$ cat config.mk
export PLATFORM = sky130hd
export DESIGN_NAME = acq_write_ctrl
export DESIGN_NICKNAME = d
export VERILOG_FILES = /design/src/rtl/acq_write_ctrl.sv
export SDC_FILE = /design/constraint.sdc
export NUM_CORES = 1
export LEC_CHECK = 0
export CAP_MARGIN = 15
export CORE_MARGIN = 4
export CORE_UTILIZATION = 43
export CTS_CLUSTER_DIAMETER = 30
export DETAILED_ROUTE_END_ITERATION = 8
export PLACE_DENSITY = 0.67
export SLEW_MARGIN = 20
export SYNTH_ARGS = -nofsm -noshare
export SYNTH_HDL_FRONTEND = slang
export SYNTH_SLANG_ARGS = --single-unit
$ cat constraint.sdc
create_clock -name clk -period 4 [get_ports clk]
set_clock_uncertainty 0.1 [all_clocks]
set_input_delay 0.8 -clock clk [delete_from_list [all_inputs] [get_ports clk]]
set_output_delay 0.8 -clock clk [all_outputs]
set_load 0.1 [all_outputs]
$ cat src/rtl/acq_write_ctrl.sv
// Acquisition write controller: sequences one capture through the 4-channel
// 16-to-128-bit sample combiner. It drives the combiner enable, strobes each
// completed 128-bit word into the sample FIFO with a wrapping word address,
// and runs the pre-trigger fill / trigger wait / post-trigger count sequence.
module acq_write_ctrl #(
  parameter int ADDR_W = 16
) (
  input  logic              clk,
  input  logic              clr,
  input  logic              arm,
  input  logic              abort,
  input  logic              trig,
  input  logic [ADDR_W-1:0] pre_depth,
  input  logic [ADDR_W-1:0] post_depth,
  input  logic              fifo_full,
  output logic              comb_wen,
  output logic              fifo_wr,
  output logic [ADDR_W-1:0] wr_addr,
  output logic [ADDR_W-1:0] trig_addr,
  output logic              busy,
  output logic              done,
  output logic              overflow
);

  typedef enum logic [2:0] {
    S_IDLE = 3'd0,
    S_PRE  = 3'd1,
    S_WAIT = 3'd2,
    S_POST = 3'd3,
    S_DONE = 3'd4
  } state_t;

  state_t            state_q, state_d;
  logic              phase_q, phase_d;
  logic              fifo_wr_q;
  logic              overflow_q, overflow_d;
  logic [ADDR_W-1:0] wr_addr_q, wr_addr_d;
  logic [ADDR_W-1:0] trig_addr_q, trig_addr_d;
  logic [ADDR_W-1:0] pre_cnt_q, pre_cnt_d;
  logic [ADDR_W-1:0] post_cnt_q, post_cnt_d;
  logic [ADDR_W-1:0] pre_depth_q, pre_depth_d;
  logic [ADDR_W-1:0] post_depth_q, post_depth_d;

  logic capturing;
  logic stall;
  logic wen;

  // State register.
  always_ff @(posedge clk or negedge clr) begin
    if (!clr) begin
      state_q <= S_IDLE;
    end else begin
      state_q <= state_d;
    end
  end

  // Next-state, combiner enable, counters and address bookkeeping.
  always_comb begin
    state_d      = state_q;
    phase_d      = phase_q;
    overflow_d   = overflow_q;
    wr_addr_d    = wr_addr_q;
    trig_addr_d  = trig_addr_q;
    pre_cnt_d    = pre_cnt_q;
    post_cnt_d   = post_cnt_q;
    pre_depth_d  = pre_depth_q;
    post_depth_d = post_depth_q;

    capturing = (state_q == S_PRE) || (state_q == S_WAIT) || (state_q == S_POST);
    // Never open a new word into a full FIFO; a word already half captured
    // (phase 1) is always finished so the combiner never holds a stale half.
    stall     = capturing && !phase_q && fifo_full;
    wen       = capturing && !stall;

    if (wen) begin
      phase_d = ~phase_q;
    end
    if (stall) begin
      overflow_d = 1'b1;
    end
    // Address advances after every strobe, including one that drains after abort.
    if (fifo_wr_q) begin
      wr_addr_d = wr_addr_q + ADDR_W'(1);
    end

    if (abort) begin
      state_d = S_IDLE;
      phase_d = 1'b0;
    end else begin
      case (state_q)
        S_IDLE, S_DONE: begin
          if (arm) begin
            state_d      = S_PRE;
            pre_depth_d  = pre_depth;
            post_depth_d = (post_depth == '0) ? ADDR_W'(1) : post_depth;
            wr_addr_d    = '0;
            pre_cnt_d    = '0;
            post_cnt_d   = '0;
            overflow_d   = 1'b0;
          end
        end
        S_PRE: begin
          if (fifo_wr_q) begin
            pre_cnt_d = pre_cnt_q + ADDR_W'(1);
          end
          if (pre_cnt_q == pre_depth_q) begin
            state_d = S_WAIT;
          end
        end
        S_WAIT: begin
          if (trig) begin
            state_d = S_POST;
          end
        end
        S_POST: begin
          if (fifo_wr_q) begin
            if (post_cnt_q == '0) begin
              trig_addr_d = wr_addr_q;
            end
            post_cnt_d = post_cnt_q + ADDR_W'(1);
            if (post_cnt_q + ADDR_W'(1) == post_depth_q) begin
              // Any half word opened on this last cycle is discarded.
              state_d = S_DONE;
              phase_d = 1'b0;
            end
          end
        end
        default: begin
          state_d = S_IDLE;
          phase_d = 1'b0;
        end
      endcase
    end
  end

  // Datapath registers; the strobe is registered to line up with the combiner output.
  always_ff @(posedge clk or negedge clr) begin
    if (!clr) begin
      phase_q      <= 1'b0;
      fifo_wr_q    <= 1'b0;
      overflow_q   <= 1'b0;
      wr_addr_q    <= '0;
      trig_addr_q  <= '0;
      pre_cnt_q    <= '0;
      post_cnt_q   <= '0;
      pre_depth_q  <= '0;
      post_depth_q <= '0;
    end else begin
      phase_q      <= phase_d;
      fifo_wr_q    <= wen && phase_q;
      overflow_q   <= overflow_d;
      wr_addr_q    <= wr_addr_d;
      trig_addr_q  <= trig_addr_d;
      pre_cnt_q    <= pre_cnt_d;
      post_cnt_q   <= post_cnt_d;
      pre_depth_q  <= pre_depth_d;
      post_depth_q <= post_depth_d;
    end
  end

  assign comb_wen  = wen;
  assign fifo_wr   = fifo_wr_q;
  assign wr_addr   = wr_addr_q;
  assign trig_addr = trig_addr_q;
  assign busy      = capturing;
  assign done      = (state_q == S_DONE);
  assign overflow  = overflow_q;

endmodule
==> results of run 1 <==
[cell families (layout without fill, tap and decap cells)]
kind of cell | Yosys count | count (layout) | synth area share
simple gates | 181 | 181 | 0.1847
flops | 102 | 102 | 0.4668
compound gates | 80 | 80 | 0.09176
xor+xnor | 60 | 60 | 0.09611
mux | 50 | 50 | 0.1023
buf+inv | 40 | 107 | 0.04691
fa+ha+maj | 5 | 5 | 0.01144
[layer usage]
layer  GRT usage  share of wire
met1      0.2437           0.47
met2      0.2742           0.46
met3     0.03274          0.045
met4     0.06799          0.017
met5           0              0
[registers in the layout, indices dropped and copies added (netlist names)]
register      flops
post_cnt_q       16
post_depth_q     16
pre_cnt_q        16
pre_depth_q      16
trig_addr        16
wr_addr          16
state_q           3
fifo_wr           1
overflow          1
phase_q           1
[final cells by class]
cell class | instances | share of cell area
Clock buffer | 10 | 0.03628
Clock inverter | 6 | 0.01481
Inverter | 13 | 0.007407
Multi-Input combinational cell | 376 | 0.4047
Sequential cell | 102 | 0.3875
Tap cell | 168 | 0.03191
Timing Repair Buffer | 78 | 0.1174
[final timing paths]
| path | from | endpoint | depth (start not counted) |
|---|---|---|---|
| max | fifo_wr$_DFF_PN0_ | fifo_wr | 1 |
| min | overflow$_DFF_PN0_ | overflow$_DFF_PN0_ | 2 |
| max reg2reg | post_cnt_q[0]$_DFFE_PN0P_ | state_q[1]$_DFFE_PN0P_ | 7 |
| min reg2reg | overflow$_DFF_PN0_ | overflow$_DFF_PN0_ | 2 |
| max in group asynchronous | clr | post_cnt_q[9]$_DFFE_PN0P_ | 2 |
| min in group asynchronous | clr | trig_addr[10]$_DFFE_PN0P_ | 1 |
[report_power, final]
part           internal (mW)  total, mW  switching [mW]
sequential              1.14       1.25           0.106
clock                  0.576      0.989           0.413
combinational          0.247      0.538           0.290
[through the flow]
stage	area (µm²)	hold slack, ns	std cells	worst slack [ns]	total power, mW
6_report	6588	0.4065	753	0.8822	2.775
4_1_cts	6588	0.4113	753	0.8730	2.805
2_1_floorplan	5468	0.3854	518	0.008526	1.644
5_1_grt	6588	0.4320	753	0.8013	2.909
3_5_place_dp	6251	0.3950	737	0.6938	1.810
3_3_place_gp	6251	0.3890	737	0.7711	1.795
[cell usage in the layout (no fill, tap or decap), drive strengths merged, types with 16 or more instances in the layout]
master / n
dfrtp: 102
clkdlybuf4s50: 70
mux2: 47
nor2: 43
xor2: 32
o21ai: 29
xnor2: 28
nand2: 28
nand3: 17
inv: 16
==> impl_metrics.json, run 1 <==
{
  "run_status": "completed",
  "finalCritPeriodShare": 0.7795,
  "port_buffers": 74,
  "die-area_um2": 14580,
  "startpoint_type": "register",
  "layout_min_cycle_time_ns": 3.118,
  "power.leakage_nw": 2.739,
  "synth.area.top_cells": "sky130_fd_sc_hd__dfrtp_1 (47%), sky130_fd_sc_hd__mux2_2 (9.7%), sky130_fd_sc_hd__xor2_1 (5.1%), sky130_fd_sc_hd__xnor2_1 (4.5%), sky130_fd_sc_hd__nor2_1 (3.0%)",
  "maxSlewHeadroom": 0.3437,
  "tritoncts.num_buffers": 9,
  "yosys.area.top_type": "sky130_fd_sc_hd__dfrtp_1",
  "yosys.area.top_type_share": 0.4668,
  "grt_pass1_wl_um": 20490,
  "vias": 4122,
  "top_level_ports": 75,
  "cts.repair_timing.setup_buffer_count": 0,
  "synth-edff-count": 0,
  "htreeDepth": 3,
  "place.gp.congestion": 0.9282,
  "routed_via_density": 5.474,
  "grt_usage": 0.1759,
  "maximum_number_of_pins_on_one_net_before_global_route_repair": 71,
  "detail_route.wl_per_cell_um": 15.93,
  "dominantRegCellSynth": "sky130_fd_sc_hd__dfrtp_1",
  "tritoncts_num_sinks": 102,
  "route.detailed.drc": 0,
  "synth.net_count": 561,
  "synth_area_um2": 5468,
  "timing.final.setup_violations": 0,
  "critical_path_required_ns": 3.10,
  "syn_area_per_cell_um2": 10.56,
  "max_cap_violations": 0,
  "worst_ir_drop_on_vdd_mv": 0.3362,
  "area_used_by_multi_input_combinational_logic_um2": 2666,
  "clockRootBuffer": "sky130_fd_sc_hd__clkbuf_16",
  "clockBufferDepth": 2,
  "post_drt_antenna_nets": 0,
  "reg2reg_setup_slack_ns": 1.19,
  "num_antenna_cells": 0,
  "firstDrtPassIters": 4,
  "num-fill-cells": 1102,
  "synthCells": 518,
  "syn2layout_area_growth_pct": 20.48,
  "path_cells": "clkdlybuf4s50_1",
  "endpoint_kind": "primary output",
  "initial_util": 0.4477,
  "finalHoldViolCount": 0,
  "p_per_area_nw_per_um2": 421.3,
  "clkTransAtPathRegs_ns": 0.07,
  "critical-path-slowest-cell": "sky130_fd_sc_hd__clkdlybuf4s50_1",
  "seq_area_frac_synth": 0.4668,
  "netlist-cell-type-count": 64,
  "synth-warning-count": 0,
  "fp-row-count": 40,
  "nets": 623,
  "tightest_slew_ns": 0.9814,
  "async_flop_share": 1.000,
  "antenna_found_initial": 0,
  "ff_latch_area_um2": 2552,
  "cts-hold-fix-buffers": 0,
  "worst-path-buf-inv": 1,
  "timing.critical_path.arrival_ns": 2.22,
  "global_route.overflow_total": 0,
  "maxClockFrequency_mhz": 320.7,
  "setup_tns_ns": 0,
  "die_width_um": 120.8,
  "post_cts.resized_instances": 0,
  "first_global_vias": 4106,
  "finalCoreUtilization": 0.5394,
  "wl_um": 12000,
  "slew_violations": 0,
  "worst-setup-path-type": "reg2out",
  "dieHeight_um": 120.8,
  "crit_path_max_fanout": 13,
  "critical_path.top_delay_family": "buffers and inverters",
  "drt_iter0_markers": 244,
  "cts_tree": "built",
  "grt_setup_unrepaired": "false",
  "worst_path_largest_cell_delay_ns": 1.23,
  "clk-insertion-delay-late_ns": 0.36,
  "dp_hpwl_um": 8583,
  "design.core.area_um2": 12210,
  "hp-class": "reg2reg",
  "post-synth-top-count-cell": "sky130_fd_sc_hd__dfrtp_1",
  "synth-seq-cells": 102,
  "drive_gt1_frac": 0.1521,
  "synth.cells.most_frequent": "sky130_fd_sc_hd__dfrtp_1 (102), sky130_fd_sc_hd__mux2_2 (47), sky130_fd_sc_hd__nor2_1 (43)"
}
Note: power is estimated with default switching activity, not from simulation.
==> run 2: changes to the inputs <==
- PLACE_DENSITY: 0.67 -> 0.7
- clock period: 4 -> 2.81 ns (I/O delays scaled with it)
==> impl_metrics.json, run 2 (same netlist as run 1, synthesis figures left out) <==
{
  "run_status": "completed",
  "firstDrtPassIters": 5,
  "finalCritPeriodShare": 0.9210,
  "max_cap_violations": 0,
  "antenna_found_initial": 0,
  "maximum_number_of_pins_on_one_net_before_global_route_repair": 41,
  "tightest_slew_ns": 0.5729,
  "hp-class": "in2async",
  "post_drt_antenna_nets": 0,
  "dp.cells": 755,
  "p_per_area_nw_per_um2": 583.0,
  "path_cells": "ha_1, and4_1, a31oi_1, nor4b_2, nand4_1, or4_4, o31a_1",
  "cts.repair_timing.setup_buffer_count": 0,
  "mostFrequentLayoutCell": "sky130_fd_sc_hd__dfrtp_1",
  "clk-insertion-delay-late_ns": 0.35,
  "startpoint_type": "register",
  "top_level_ports": 75,
  "layoutNonFillerInstCount": 771,
  "route.detailed.drc": 0,
  "timing.final.setup_violations": 0,
  "design.core.area_um2": 12210,
  "grt_setup_unrepaired": "false",
  "slew_violations": 0,
  "fp-row-count": 40,
  "routed_via_density": 5.472,
  "power_mw": 3.893,
  "first_global_vias": 4264,
  "grt_pass1_wl_um": 20870,
  "clockRootBuffer": "sky130_fd_sc_hd__clkbuf_16",
  "clkTransAtPathRegs_ns": 0.08,
  "die-area_um2": 14580,
  "initial_util": 0.4477,
  "timing.critical_path.arrival_ns": 2.73,
  "detail_route.wl_per_cell_um": 15.71,
  "drt_iter0_markers": 342,
  "cts-hold-fix-buffers": 0,
  "clockBufferDepth": 2,
  "tritoncts_num_sinks": 102,
  "die_width_um": 120.8,
  "setup_tns_ns": 0,
  "endpoint_kind": "register",
  "preCtsSetupSlack_ns": 0.06985,
  "worst-setup-path-type": "reg2reg",
  "most-common-layout-cells": "sky130_fd_sc_hd__dfrtp_1 (102), sky130_fd_sc_hd__buf_4 (55), sky130_fd_sc_hd__mux2_2 (47)",
  "wl_um": 12110,
  "num_antenna_cells": 0,
  "critical_path_required_ns": 2.95,
  "final_critical_path_setup_slack_ns": 0.2219,
  "num-fill-cells": 1133,
  "nets": 641,
  "worst_path_largest_cell_delay_ns": 0.54,
  "global_route.overflow_total": 0,
  "critical-path-slowest-cell": "sky130_fd_sc_hd__or4_4",
  "maxClockFrequency_mhz": 386.4,
  "vias": 4219,
  "htreeDepth": 3,
  "drive_gt1_frac": 0.2371,
  "tritoncts.num_buffers": 9,
  "port_buffers": 74,
  "place.gp.congestion": 0.9129,
  "post_cts.resized_instances": 0,
  "layout_min_cycle_time_ns": 2.588,
  "grt_usage": 0.1761,
  "syn2layout_area_growth_pct": 22.13,
  "finalHoldViolCount": 0,
  "dieHeight_um": 120.8,
  "dp_hpwl_um": 9246,
  "power.leakage_nw": 2.910,
  "maxSlewHeadroom": 0.6146,
  "worst_ir_drop_on_vdd_mv": 0.3598,
  "crit_path_max_fanout": 7,
  "cts_tree": "built"
}
==> run 2: cell types whose count changed in the layout (fill, tap and decap cells not counted), sizes merged <==
cell / change
clkdlybuf4s50: -34
bufinv: -1
clkinv: +2
buf: +52
inv: -1
==> run 2: final timing paths <==
path                                           start                           end  slack [ns]  cells after the start
max                        post_cnt_q[1]$_DFFE_PN0P_        state_q[1]$_DFFE_PN0P_        0.22                      7
max reg2reg                post_cnt_q[1]$_DFFE_PN0P_        state_q[1]$_DFFE_PN0P_        0.22                      7
min in group clk            trig_addr[6]$_DFFE_PN0P_      trig_addr[6]$_DFFE_PN0P_        0.41                      1
max in group asynchronous                        clr  post_depth_q[14]$_DFFE_PN0P_        2.00                      2
min                                              clr      trig_addr[9]$_DFFE_PN0P_       0.005                      1
min reg2reg                 trig_addr[6]$_DFFE_PN0P_      trig_addr[6]$_DFFE_PN0P_        0.41                      1
==> run 2: power by group <==
part | leakage [nW] | switching, mW | internal (mW)
Sequential | 1.35 | 0.152 | 1.63
Combinational | 1.40 | 0.431 | 0.378
Clock | 0.156 | 0.576 | 0.729
Total | 2.91 | 1.16 | 2.73
==> run 2: metal layers <==
metal | GRT usage | vias up | share of wire | routed length [µm]
met5 | 0 | - | 0 | 0
met4 | 0.05807 | 0 | 0.017 | 202
met3 | 0.02947 | 15 | 0.047 | 575
met2 | 0.2822 | 126 | 0.47 | 5661
met1 | 0.2437 | 2065 | 0.47 | 5672
li1 | - | 2013 | - | -
==> run 2: worst max-delay path, delay by kind of cell, from the launching register on <==
family / cells / cell delay, ns
and+or+nand+nor: 4 / 1.31
DFF: 1 / 0.41
AOI/OAI and AO/OA: 2 / 0.45
adders and majority gates: 1 / 0.21
==> run 2: cell type report <==
cell class	instances	area, µm²	area share
Sequential cell	102	2552	0.3822
Inverter	13	48.80	0.007307
Multi-Input combinational cell	376	2676	0.4008
Clock inverter	6	77.57	0.01162
Clock buffer	10	239.0	0.03579
Timing Repair Buffer	96	873.3	0.1308
Tap cell	168	210.2	0.03148
==> run 2: stage by stage <==
step / hold WS, ns / cell area [µm²] / utilization
floorplan: 0.1664 / 5478 / -
global placement: 0.3793 / 6361 / 0.5209
detailed placement: 0.3843 / 6361 / 0.5209
CTS: 0.007199 / 6678 / 0.5468
global route: 0.02694 / 6678 / 0.5468
finish: 0.004818 / 6678 / 0.5468
